## src/rtl/stopwatch_pkg.sv

```systemverilog
// Shared definitions for the stopwatch time-keeping core.
// Holds the FSM state encoding, the BCD digit width, the per-field limits,
// and a helper that converts a small binary constant to two-digit BCD.
package stopwatch_pkg;

   localparam logic [1:0] ST_IDLE  = 2'd0;
   localparam logic [1:0] ST_RUN   = 2'd1;
   localparam logic [1:0] ST_PAUSE = 2'd2;

   localparam int DIGIT_W = 4;

   localparam logic [7:0] CEN_LAST = 8'h99;
   localparam logic [7:0] SEC_LAST = 8'h59;

   // Converts a 0..99 constant to packed BCD {tens,units}.
   function automatic logic [7:0] to_bcd(input int unsigned v);
      logic [3:0] tens;
      logic [3:0] units;
      tens  = 4'((v / 10) % 10);
      units = 4'(v % 10);
      return {tens, units};
   endfunction

endpackage

```

## src/rtl/bcd_pair_counter.sv

```systemverilog
// Two-digit packed-BCD counter that wraps to 00 after reaching LAST.
// Ports:
//   clk    - system clock
//   reset  - synchronous active-high reset (value -> 00)
//   clr    - synchronous clear (value -> 00), takes priority over inc
//   inc    - count one step this clock
//   value  - packed BCD {tens,units}
//   carry  - high when this step wraps the counter (inc & value == LAST)
module bcd_pair_counter
   import stopwatch_pkg::*;
#(
   parameter logic [7:0] LAST = 8'h99
) (
   input  logic       clk,
   input  logic       reset,
   input  logic       clr,
   input  logic       inc,
   output logic [7:0] value,
   output logic       carry
);

   logic [DIGIT_W-1:0] lo_q, lo_d;
   logic [DIGIT_W-1:0] hi_q, hi_d;

   assign value = {hi_q, lo_q};
   assign carry = inc & (value == LAST);

   always_comb begin
      lo_d = lo_q;
      hi_d = hi_q;
      if (clr) begin
         lo_d = '0;
         hi_d = '0;
      end else if (inc) begin
         if (value == LAST) begin
            lo_d = '0;
            hi_d = '0;
         end else if (lo_q == 4'd9) begin
            lo_d = '0;
            hi_d = hi_q + 4'd1;
         end else begin
            lo_d = lo_q + 4'd1;
         end
      end
   end

   always_ff @(posedge clk) begin
      if (reset) begin
         lo_q <= '0;
         hi_q <= '0;
      end else begin
         lo_q <= lo_d;
         hi_q <= hi_d;
      end
   end

endmodule

```

## src/rtl/stopwatch_bcd_counter.sv

```systemverilog
// Stopwatch time-keeping core: accumulates MM:SS.CC in packed BCD from the
// centisecond strobe under start/stop/clear control.
// Optional feature macro: LAP_HOLD_EN (lap capture/hold of the displayed time).
// Ports:
//   clk        - system clock
//   reset      - synchronous active-high reset
//   tick_cen   - one-clk centisecond strobe
//   start_stop - one-clk pulse, toggles run/pause
//   clear      - one-clk pulse, zeroes the time and stops
//   cen_bcd    - centiseconds, packed BCD 00..99
//   sec_bcd    - seconds, packed BCD 00..59
//   min_bcd    - minutes, packed BCD 00..MAX_MIN
//   running    - high while in RUN
//   wrap       - one-clk pulse on MAX_MIN:59.99 -> 00:00.00
//   lap        - (LAP_HOLD_EN) one-clk pulse, toggles the held display in RUN
//   lap_active - (LAP_HOLD_EN) high while outputs show the held time
//
// state    | meaning
// ---------+-------------------------------------------
// ST_IDLE  | time is zero, counter stopped
// ST_RUN   | counting centisecond ticks
// ST_PAUSE | time held (may be nonzero), counter stopped
module stopwatch_bcd_counter
   import stopwatch_pkg::*;
#(
   parameter int MAX_MIN       = 59,
   parameter int START_RUNNING = 0
) (
   input  logic       clk,
   input  logic       reset,
   input  logic       tick_cen,
   input  logic       start_stop,
   input  logic       clear,
   output logic [7:0] cen_bcd,
   output logic [7:0] sec_bcd,
   output logic [7:0] min_bcd,
   output logic       running,
   output logic       wrap
`ifdef LAP_HOLD_EN
   ,
   input  logic       lap,
   output logic       lap_active
`endif
);

   localparam logic [1:0] ST_RESET = (START_RUNNING != 0) ? ST_RUN : ST_IDLE;
   localparam logic [7:0] MIN_LAST = to_bcd(MAX_MIN);

   logic [1:0] state_q, state_d;
   logic       wrap_q;
   logic       cen_inc, sec_inc, min_inc, min_carry;
   logic [7:0] cen_live, sec_live, min_live;

   // Clear wins over a coincident tick, so the counters never see both.
   assign cen_inc = (state_q == ST_RUN) & tick_cen & ~clear;

   bcd_pair_counter #(.LAST(CEN_LAST)) u_cen (
      .clk(clk), .reset(reset), .clr(clear), .inc(cen_inc),
      .value(cen_live), .carry(sec_inc)
   );

   bcd_pair_counter #(.LAST(SEC_LAST)) u_sec (
      .clk(clk), .reset(reset), .clr(clear), .inc(sec_inc),
      .value(sec_live), .carry(min_inc)
   );

   bcd_pair_counter #(.LAST(MIN_LAST)) u_min (
      .clk(clk), .reset(reset), .clr(clear), .inc(min_inc),
      .value(min_live), .carry(min_carry)
   );

   always_comb begin
      state_d = state_q;
      if (clear) begin
         state_d = ST_IDLE;
      end else if (start_stop) begin
         state_d = (state_q == ST_RUN) ? ST_PAUSE : ST_RUN;
      end
   end

   always_ff @(posedge clk) begin
      if (reset) begin
         state_q <= ST_RESET;
         wrap_q  <= 1'b0;
      end else begin
         state_q <= state_d;
         wrap_q  <= min_carry;
      end
   end

   assign running = (state_q == ST_RUN);
   assign wrap    = wrap_q;

`ifdef LAP_HOLD_EN
   logic       lap_active_q, lap_active_d;
   logic [7:0] hold_cen_q, hold_sec_q, hold_min_q;
   logic       capture;

   // Capture only when opening a lap; the closing lap just releases the hold.
   assign capture = ~clear & ~start_stop & lap & (state_q == ST_RUN) & ~lap_active_q;

   always_comb begin
      lap_active_d = lap_active_q;
      if (clear || start_stop) begin
         lap_active_d = 1'b0;
      end else if (lap && (state_q == ST_RUN)) begin
         lap_active_d = ~lap_active_q;
      end
   end

   always_ff @(posedge clk) begin
      if (reset) begin
         lap_active_q <= 1'b0;
         hold_cen_q   <= 8'h00;
         hold_sec_q   <= 8'h00;
         hold_min_q   <= 8'h00;
      end else begin
         lap_active_q <= lap_active_d;
         if (capture) begin
            hold_cen_q <= cen_live;
            hold_sec_q <= sec_live;
            hold_min_q <= min_live;
         end
      end
   end

   assign lap_active = lap_active_q;
   assign cen_bcd    = lap_active_q ? hold_cen_q : cen_live;
   assign sec_bcd    = lap_active_q ? hold_sec_q : sec_live;
   assign min_bcd    = lap_active_q ? hold_min_q : min_live;
`else
   assign cen_bcd = cen_live;
   assign sec_bcd = sec_live;
   assign min_bcd = min_live;
`endif

endmodule
```

## config.mk

```make
export PLATFORM = sky130hd
export DESIGN_NAME = stopwatch_bcd_counter
export DESIGN_NICKNAME = d
export VERILOG_FILES = /design/src/rtl/stopwatch_pkg.sv /design/src/rtl/bcd_pair_counter.sv /design/src/rtl/stopwatch_bcd_counter.sv
export SDC_FILE = /design/constraint.sdc
export NUM_CORES = 1
export LEC_CHECK = 0
export CAP_MARGIN = 30
export CORE_UTILIZATION = 52
export CTS_BUF_LIST = sky130_fd_sc_hd__clkbuf_4 sky130_fd_sc_hd__clkbuf_8
export DETAILED_ROUTE_END_ITERATION = 12
export PLACE_DENSITY = 0.89
export REMOVE_ABC_BUFFERS = 1
export SLEW_MARGIN = 25
export SYNTH_ARGS = -nofsm -noshare
export SYNTH_HDL_FRONTEND = slang
export SYNTH_SLANG_ARGS = --single-unit
export TNS_END_PERCENT = 100
```

## constraint.sdc

```tcl
create_clock -name clk -period 2.2 [get_ports clk]
set_input_delay 0.22 -clock clk [delete_from_list [all_inputs] [get_ports clk]]
set_output_delay 0.22 -clock clk [all_outputs]
set_load 0.02 [all_outputs]
```

==> results of run 1 <==
[placed cells by master, fill, tap and decap left out, types with 2 or more instances in the layout]
cell type / synthesis / layout
clkdlybuf4s50_1: 0 / 30
and3b_1: 5 / 5
mux2i_1: 3 / 3
nand2_1: 7 / 7
dfxtp_1: 27 / 27
xor2_1: 4 / 4
clkbuf_4: 0 / 3
inv_1: 8 / 8
nor2_1: 15 / 15
nand4_1: 3 / 3
and3_1: 2 / 2
nand3b_1: 2 / 2
buf_4: 0 / 3
xnor2_1: 2 / 2
a21oi_1: 16 / 16
or4_1: 7 / 7
ha_1: 12 / 12
nand3_1: 6 / 6
nor3_1: 5 / 5
or3_1: 4 / 4
o21ai_0: 12 / 12
[flip-flops by register name (all words and copies together) (netlist names)]
signal / cells
state_q: 2
u_sec.lo_q: 4
u_cen.lo_q: 4
u_min.lo_q: 4
u_min.hi_q: 4
u_cen.hi_q: 4
u_sec.hi_q: 4
wrap: 1
[worst max path at each step]
stage                               startpoint                          to  cells after the start  slack [ps]
finish              u_cen.lo_q[0]$_SDFFE_PP0P_  u_min.lo_q[2]$_SDFFE_PP0P_                      5         160
global route        u_cen.lo_q[0]$_SDFFE_PP0P_  u_min.lo_q[2]$_SDFFE_PP0P_                      5          20
CTS                 u_cen.lo_q[0]$_SDFFE_PP0P_  u_min.lo_q[2]$_SDFFE_PP0P_                      5         110
detailed placement                       clear  u_min.lo_q[2]$_SDFFE_PP0P_                      5         110
global placement                         clear  u_min.lo_q[1]$_SDFFE_PP0P_                      5         180
floorplan           u_cen.lo_q[0]$_SDFFE_PP0P_  u_min.lo_q[2]$_SDFFE_PP0P_                      5         250
[worst max-delay path, stage by stage (launching register included)]
cell,delay [ps]
dfxtp_1,440
ha_1,200
and3b_1,410
nand4_4,230
or4_1,540
a21oi_1,170
[cells in the mapped netlist]
library cell / count / share of area [%]
buf_6: 3 / 2.4
or3_1: 4 / 1.7
a21oi_1: 16 / 5.6
clkbuf_1: 3 / 0.78
nor3_1: 5 / 1.7
or4_1: 7 / 3.7
dfxtp_1: 27 / 38
o21ai_0: 12 / 4.2
and4_1: 1 / 0.61
and4bb_4: 1 / 1.1
nand4bb_1: 1 / 0.78
or2_2: 1 / 0.44
ha_1: 12 / 10
and3_1: 2 / 0.87
o221a_2: 1 / 0.78
buf_2: 2 / 0.70
xor2_1: 4 / 2.4
xnor2_1: 2 / 1.2
nand3_1: 6 / 2.1
nor2_1: 15 / 3.9
nand2_1: 7 / 1.8
and3b_2: 1 / 0.70
o41ai_1: 1 / 0.61
inv_1: 8 / 2.1
nand4_4: 1 / 1.5
mux2i_1: 3 / 2.1
nand3b_1: 2 / 1.0
o31ai_1: 1 / 0.52
nor4b_1: 1 / 0.61
o311ai_0: 1 / 0.61
nand4_1: 3 / 1.3
and3b_1: 5 / 3.0
a211oi_1: 1 / 0.52
nor2b_1: 1 / 0.44
[stage by stage]
step                setup slack [ps]  util [%]  total power [µW]  cells  cell area [µm²]
floorplan                        247         -               518    153             1380
finish                           157      70.1               748    221             1780
CTS                              106      69.6               752    220             1770
global route                    20.2      70.1               773    221             1780
detailed placement               108      68.4               537    216             1740
global placement                 184      68.4               535    216             1740
[routing by layer]
metal | wire (µm) | vias up | track usage [%]
met5 | 0 | - | 0
met4 | 51 | 0 | 7.26
met3 | 154 | 6 | 2.78
met2 | 1540 | 47 | 42.5
met1 | 1460 | 594 | 27.2
li1 | - | 642 | -
[cells by family after synthesis]
group | Yosys count | share of synthesized area (%)
adders and majority gates | 12 | 10.5
AOI/OAI and AO/OA | 33 | 12.8
xor gates and xnor gates | 6 | 3.66
DFF | 27 | 37.6
buffers and inverters | 16 | 5.92
and+or+nand+nor | 64 | 27.4
muxes | 3 | 2.09
[area by class of cell]
type | instances | area share, %
multi-input combinational | 119 | 46.1
tap | 30 | 2.10
timing repair buffer | 33 | 18.1
sequential | 27 | 30.3
clock buffer | 3 | 1.26
clock inverter | 1 | 0.421
inverter | 8 | 1.68
[repair_timing]
action / in CTS / in global routing
hold buffers: 0 / 0
resized for setup: 0 / 0
setup endpoints to repair: 0 / 6
[power by group through the flow]
stage	sequential (µW)	combinational (µW)	clock, µW
detailed placement	503	34.2	0
global route	493	37.5	243
finish	493	35.0	220
CTS	493	34.2	225
floorplan	503	14.9	0
global placement	503	32.5	0
==> flow_summary.yaml, run 1 <==
status:
  outcome: "finished, final reports clean"
sta:
  slew_viol_final: 0
  worst_pin_slew_ps: 436
  slew_headroom_pct: 70.6
  finalSetupTns_ps: 0
  finalSetupViolCount: 0
  holdWs_ps: 502
  clock.fmax_ghz: 0.489
  fin_crit_ps: 2040
  skew_ps: 2.79
  fin_crit_sh_pct: 92.9
  hold_violations: 0
  rsz0062_at_grt: "false"
drt:
  drt_pass1_iterations: 4
  viasPerCell: 5.83
  post_drt_wl_per_cell_um: 14.5
  num_vias: 1289
  totalWireLength_um: 3210
  drt_iter0_drc: 19
  drc: 0
  antenna_left: 0
power:
  seq_power_share_pct: 65.9
  switching_share_pct: 23.0
  power.internal_uw: 576
  switchingPower_uw: 172
  ir_drop_mv: 0.393
  clkPwrFrac_pct: 29.5
  combPwrFrac_pct: 4.7
  leakage_uw: 0.000634
  powerDensity_mw_per_mm2: 419
critical_path:
  cp-start-kind: "flip-flop"
  r2r_setup_slack_ps: 160
  ff2ff_path_depth: 5
  r2r-end: "u_min.lo_q[2]$_SDFFE_PP0P_"
  critPathRequiredTime_ps: 2470
  cp_max_fo: 12
  critical_path_class: "reg -> reg"
  endpoint_kind: "flip-flop"
  r2r_start: "u_cen.lo_q[0]$_SDFFE_PP0P_"
  crit_arrival_ps: 2310
grt:
  grt_max_degree: 25
  grt_usage_pct: 23.0
  grt_first_pass_wirelength_um: 4950
  grt_pass1_vias: 1151
  antenna_found_initial: 0
  grt_overflow: 0
synthesis:
  yosys.cell_types.count: 34
  ys_warn_count: 0
  synth_area_per_cell_um2: 8.92
  ys_seq_area_share_pct: 37.6
  post_synth_inst_count: 161
  synth_area_mm2: 0.00144
  ys_seq_elements: 27
clock_network:
  htreeDepth: 1
  max-clock-path-buffers: 2
  root_buffer: "clkbuf_4"
  numCtsBuffers: 3
  insertion_delay_ps: 320
  postCtsSetupBuffers: 0
  cts_tree: "yes"
  cts_sinks: 27
  clkSlewWorstSetupHoldPaths_ps: 150
floorplan:
  fp-row-count: 18
  chipWidth_um: 54.6
  initial_core_util_pct: 56.4
  dieArea_mm2: 0.00298
  die_height_um: 54.6
  ios: 31
  core_mm2: 0.00254
finish:
  fill_cells: 203
  area_growth_pct: 24.2
  antenna_cells: 0
  ff_latch_area_um2: 541
  multiInputGateArea_um2: 823
  final_net_count: 209
  drive_above_1_share_pct: 6.81
run:
  cap_violations: 0
min_path:
  min_path_type: "in -> reg"
  whs_path_depth: 2
  holdCritStartpoint: "reset"
  holdPathEnd: "wrap$_SDFF_PP0_"
place:
  port_buffers: 30
  hpwl_um: 2270
  place_congestion: 0.770
(Power assumes the default switching activity.)
==> run 2, diff against run 1 <==
Settings changed: CTS_CLUSTER_SIZE set to 25.
==> results of run 2 <==
No change in the layout: final DEF, timing and power equal those of run 1.
